File: src/rtl/md_pkg.sv
// Shared types and helpers for the multi-driver write path.
package md_pkg;

    localparam int unsigned MD_AW     = 8;
    localparam int unsigned MD_STAT_W = 16;

    typedef logic [1:0]                     md_bank_t;
    typedef logic [3:0][MD_STAT_W-1:0]      md_stat_t;

    // Driver bank is carried in index bits [4:3].
    function automatic md_bank_t md_bank(input logic [MD_AW-1:0] ai);
        return ai[4:3];
    endfunction

endpackage

File: src/rtl/md_io.sv
// Mux-to-buffer write strobe and index bundle.
interface md_io;
    import md_pkg::*;

    logic               we;
    logic [MD_AW-1:0]   ai;

    modport slave  (input  we, ai);
    modport master (output we, ai);

endinterface

File: src/rtl/md_fifo.sv
// Storage, pointers and occupancy for the write-capture buffer.
module md_fifo #(
    parameter int unsigned DEPTH = 8,
    parameter int unsigned AW    = 8
) (
    input  logic                         clk,
    input  logic                         rst_n,
    input  logic                         push,
    input  logic                         pop,
    input  logic [AW-1:0]                din,
    output logic [AW-1:0]                dout,
    output logic [$clog2(DEPTH+1)-1:0]   cnt,
    output logic                         full,
    output logic                         empty
);

    localparam int unsigned PW = $clog2(DEPTH);
    localparam int unsigned CW = $clog2(DEPTH+1);

    logic [AW-1:0] mem [DEPTH];
    logic [PW-1:0] wptr;
    logic [PW-1:0] rptr;

    // Storage is deliberately left out of reset.
    always_ff @(posedge clk) begin
        if (push)
            mem[wptr] <= din;
    end

    always_ff @(posedge clk or negedge rst_n) begin
        if (!rst_n) begin
            wptr <= '0;
            rptr <= '0;
            cnt  <= '0;
        end else begin
            if (push)
                wptr <= wptr + 1'b1;
            if (pop)
                rptr <= rptr + 1'b1;
            case ({push, pop})
                2'b10:   cnt <= cnt + 1'b1;
                2'b01:   cnt <= cnt - 1'b1;
                default: cnt <= cnt;
            endcase
        end
    end

    assign full  = (cnt == CW'(DEPTH));
    assign empty = (cnt == '0);
    assign dout  = empty ? '0 : mem[rptr];

endmodule

File: src/rtl/md_wbuf.sv
// Write-capture buffer: drop/ovf policy, handshake glue, optional per-bank stats.
// Define MD_WBUF_STAT_EN to build the accepted-write counters.
module md_wbuf
    import md_pkg::*;
#(
    parameter int unsigned DEPTH = 8,
    parameter int unsigned AW    = MD_AW
) (
    input  logic                         clk,
    input  logic                         rst_n,
    md_io.slave                          md_if,
    output logic                         out_vld,
    output logic [AW-1:0]                out_ai,
    input  logic                         out_rdy,
    output logic                         full,
    output logic                         empty,
    output logic [$clog2(DEPTH+1)-1:0]   cnt,
    output logic                         ovf,
    input  logic                         ovf_clr,
    output md_stat_t                     stat
);

    logic pop;
    logic acc;
    logic drop;

    assign out_vld = !empty;
    assign pop     = out_vld & out_rdy;
    // A full buffer still accepts when the head leaves in the same cycle.
    assign acc     = md_if.we & (!full | pop);
    assign drop    = md_if.we & full & !pop;

    md_fifo #(.DEPTH(DEPTH), .AW(AW)) u_fifo (
        .clk   (clk),
        .rst_n (rst_n),
        .push  (acc),
        .pop   (pop),
        .din   (md_if.ai),
        .dout  (out_ai),
        .cnt   (cnt),
        .full  (full),
        .empty (empty)
    );

    always_ff @(posedge clk or negedge rst_n) begin
        if (!rst_n)
            ovf <= 1'b0;
        else if (drop)
            ovf <= 1'b1;
        else if (ovf_clr)
            ovf <= 1'b0;
    end

`ifdef MD_WBUF_STAT_EN
    md_bank_t bank;
    assign bank = md_bank(md_if.ai);

    always_ff @(posedge clk or negedge rst_n) begin
        if (!rst_n) begin
            stat <= '0;
        end else if (ovf_clr) begin
            stat <= '0;
        end else if (acc && stat[bank] != '1) begin
            stat[bank] <= stat[bank] + 1'b1;
        end
    end
`else
    assign stat = '0;
`endif

endmodule

File: src/flat_wrapper.sv
// flat-port wrapper written by rule: the top's interface ports become plain ports
module md_wbuf_flat import md_pkg::*;
#(
    parameter int unsigned DEPTH = 8,
    parameter int unsigned AW    = MD_AW
)
  (clk, rst_n, out_vld, out_ai, out_rdy, full, empty, cnt, ovf, ovf_clr, stat, md_if_we, md_if_ai);
  md_io md_if_i ();
  input  logic clk;
  input  logic rst_n;
  output logic out_vld;
  output logic [AW-1:0] out_ai;
  input  logic out_rdy;
  output logic full;
  output logic empty;
  output logic [$clog2(DEPTH+1)-1:0] cnt;
  output logic ovf;
  input  logic ovf_clr;
  output md_stat_t stat;
  input wire logic [$bits(md_if_i.we)-1:0] md_if_we;
  input wire logic [$bits(md_if_i.ai)-1:0] md_if_ai;
  assign md_if_i.we = md_if_we;
  assign md_if_i.ai = md_if_ai;
  md_wbuf #(.DEPTH(DEPTH), .AW(AW)) u_core (.clk(clk), .rst_n(rst_n), .md_if(md_if_i), .out_vld(out_vld), .out_ai(out_ai), .out_rdy(out_rdy), .full(full), .empty(empty), .cnt(cnt), .ovf(ovf), .ovf_clr(ovf_clr), .stat(stat));
endmodule
File: config.mk
export PLATFORM = sky130hd
export DESIGN_NAME = md_wbuf_flat
export DESIGN_NICKNAME = d
export VERILOG_FILES = /design/src/rtl/md_pkg.sv /design/src/rtl/md_io.sv /design/src/rtl/md_fifo.sv /design/src/rtl/md_wbuf.sv /design/src/flat_wrapper.sv
export SDC_FILE = /design/constraint.sdc
export NUM_CORES = 1
export LEC_CHECK = 0
export BUFFER_PORTS_ARGS = -buffer_cell sky130_fd_sc_hd__buf_4
export CORE_MARGIN = 8
export CORE_UTILIZATION = 40
export CTS_BUF_LIST = sky130_fd_sc_hd__clkbuf_8
export CTS_CLUSTER_SIZE = 24
export DETAILED_ROUTE_END_ITERATION = 16
export GPL_ROUTABILITY_DRIVEN = 1
export PLACE_DENSITY = 0.7
export SLEW_MARGIN = 40
export SYNTH_ARGS = -nofsm -noshare
export SYNTH_HDL_FRONTEND = slang
export SYNTH_HIERARCHICAL = 1
export SYNTH_SLANG_ARGS = --single-unit
File: constraint.sdc
create_clock -name clk -period 3.15 [get_ports clk]
set_input_delay 0.945 -clock clk [delete_from_list [all_inputs] [get_ports clk]]
set_output_delay 0.945 -clock clk [all_outputs]
set_load 0.005 [all_outputs]
==> flow_metrics.env <==
export IMPL_fillers=771
export IMPL_power_internal_mw=2.15
export IMPL_crit_fanout=18
export IMPL_postSynthAreaPerCell_um2=15.7
export IMPL_route_detailed_drc=0
export IMPL_finalHoldViolCount=0
export IMPL_pwr_share_seq_pct=46.9
export IMPL_final_layout_size_suffix_gt1_share_pct=23.6
export IMPL_critical_path_class="register to primary output"
export IMPL_synth_top_area_cell="edfxtp_1"
export IMPL_nets=289
export IMPL_period_share_pct=93.1
export IMPL_p_leak_nw=1.54
export IMPL_portBuffers=28
export IMPL_clock_power_share_pct=18.9
export IMPL_switching_power_mw=1.00
export IMPL_ys_flop_type="edfxtp_1"
export IMPL_gp_congestion=0.693
export IMPL_crit_arrival_ns=1.99
export IMPL_fin_hold_ws_ns=0.425
export IMPL_detail_route_wl_per_cell_um=16.1
export IMPL_max_freq_ghz=0.341
export IMPL_fin_skew_ns=0.00847
export IMPL_grt_pass1_vias=1875
export IMPL_cts_hold_repair_buffers=0
export IMPL_synth_edff_count=64
export IMPL_cp_end_kind="primary output"
export IMPL_slew_violations=0
export IMPL_p_comb_share_pct=34.1
export IMPL_fin_cells=384
export IMPL_synth_seq_cells=75
export IMPL_boundaryPins=93
export IMPL_r2r_setup_slack_ns=0.53
export IMPL_placed_cells=368
export IMPL_cp_required_ns=2.20
export IMPL_place_area_um2=3740
export IMPL_synthArstFlopShare_pct=14.7
export IMPL_r2r_cells=11
export IMPL_rsz0062_at_grt="no"
export IMPL_postCtsSetupRepairBufs=0
export IMPL_fin_util_pct=44.5
export IMPL_die_area_um2=12300
export IMPL_cp_start_kind="register"
export IMPL_rr_startpoint="u_core/u_fifo/cnt[1]"
export IMPL_post_cts_resized=0
export IMPL_syn_to_final_growth_pct=7.79
export IMPL_dp_final_hpwl_um=4350
export IMPL_yosysSeqAreaShare_pct=60.8
export IMPL_powerDensity_nw_per_um2=809
export IMPL_netlist_area_um2=3610
export IMPL_grt_max_degree=19
export IMPL_clock_path_buffers=2
export IMPL_hp_class="input port to asynchronous set/reset pin"
export IMPL_clock_latency_ns=0.34
export IMPL_setup_violations=0
export IMPL_status="completed"
export IMPL_seqCellArea_um2=2200
export IMPL_grt_use_total_pct=10.3
export IMPL_drtAntennaViolNets=0
export IMPL_die_y_um=111
export IMPL_via_per_inst=4.54
export IMPL_via_count=1744
export IMPL_rr_endpoint="u_core/u_fifo/cnt[2]"
export IMPL_layout_common_cells="64 x conb_1, 64 x edfxtp_1, 39 x buf_4"
export IMPL_core_area_um2=8760
export IMPL_switching_share_pct=31.7
export IMPL_max_cap_violations=0
export IMPL_die_x_um=111
export IMPL_cts_buffers=9
export IMPL_synthDominantCellAreaShare_pct=53.2
export IMPL_cts_max_level=3
export IMPL_cts_sinks=75
export IMPL_antenna_found_initial=0
export IMPL_max_slew_margin_pct=48.2
export IMPL_synth_cells=230
export IMPL_synth_cell_types=30
export IMPL_multi_input_area_um2=1100
export IMPL_ctsRootBufferMaster="clkbuf_8"
export IMPL_setup_tns_ns=0
export IMPL_first_pass_iters=4
export IMPL_yosys_warnings=6
export IMPL_clkTransAtPathRegs_ns=0.07
export IMPL_drt_total_wl_um=6170
export IMPL_grt_pass1_wl_um=10100
export IMPL_yosys_top_cells_area="edfxtp_1 53%, buf_4 13%, dfrtp_1 7.6%, mux4_2 5.6%, mux4_1 5.1%"
export IMPL_start_util_pct=41.2
export IMPL_layout_min_cycle_time_ns=2.93
export IMPL_drt_iter0_markers=69
export IMPL_diodes=0
export IMPL_grt_ovfl_total=0
export IMPL_cts_tree="yes"
export IMPL_post_route_cell_area_um2=3900
export IMPL_row_count=34
export IMPL_ir_drop_mv=0.495
export IMPL_worst_pin_slew_ns=0.777
synth_stat cells, drive strengths merged, types with 2 or more instances:
master  count
inv         4
dfrtp      11
mux2        3
nand2       5
mux2i       9
clkbuf      2
ha          5
mux4       16
xor2        6
nor2b       2
edfxtp     64
nand2b      3
nor4b       2
xnor2       3
nor2       15
buf        70
nor3        3
how the worst max path moves through the flow:
stage,end,start,cells past startpoint
finish,out_ai[6],u_core/u_fifo/rptr[1],4
floorplan,u_core/u_fifo/cnt[2],u_core/u_fifo/cnt[0],12
global placement,u_core/u_fifo/cnt[2],out_rdy,11
detailed placement,u_core/u_fifo/cnt[2],out_rdy,11
global route,out_ai[6],u_core/u_fifo/rptr[1],4
CTS,out_ai[6],u_core/u_fifo/rptr[1],4
logic make-up (layout without fill, tap and decap cells):
group                    after synthesis  after routing  synth area share, %
multiplexers                          28             28                 14.1
adder cells (fa/ha/maj)                5              5                 1.73
AND/OR/NAND/NOR                       31             31                 4.64
AO/OA/AOI/OAI                          5              5                 1.00
XOR/XNOR                               9              9                 2.18
other                                  1             64                0.104
flip-flops                            75             75                 60.8
buffers and inverters                 76             59                 15.4
registers in the layout (all words and copies together) (netlist names):
| name | flops |
|---|---|
| u_core/u_fifo/rptr | 3 |
| u_core/u_fifo/wptr | 3 |
| u_core/u_fifo/cnt | 4 |
| u_core/u_fifo/mem | 64 |
| u_core/ovf | 1 |
power by group through the flow:
stage          logic (mW)  registers [mW]  clock network, mW
2_1_floorplan       0.875            1.37                  0
3_3_place_gp         1.08            1.49                  0
3_5_place_dp         1.10            1.50                  0
4_1_cts              1.10            1.48              0.614
5_1_grt              1.20            1.51              0.657
6_report             1.08            1.48              0.597
per-layer routing:
layer	part of all wire [%]	up-vias	wire length, um	global-route usage [%]
met4	0.75	0	46	2.49
met5	0	-	0	0
met1	40	849	2490	11.1
met2	47	89	2900	16.7
li1	-	800	-	-
met3	12	6	724	6.60
per-stage QoR:
stage / worst slack (ns) / power (mW)
floorplan: 0.516 / 2.24
global placement: 0.362 / 2.57
detailed placement: 0.318 / 2.60
CTS: 0.188 / 3.20
global route: 0.0941 / 3.37
finish: 0.216 / 3.15
area by class of cell:
cell class	count	share of cell area [%]
clock inverters	7	0.931
repair buffers	39	7.51
multi-input cells	142	28.1
well taps	108	3.47
clock buffers	9	3.18
inverters	4	0.385
flip-flops and latches	75	56.4
worst max-delay path, cell delays in order, from the launching register on:
cell and delay (ns):
dfrtp_1 0.85, mux4_2 0.41, mux2i_1 0.19, nor2_1 0.07, buf_4 0.13
No activity file was read; power rests on OpenSTA's default activity.
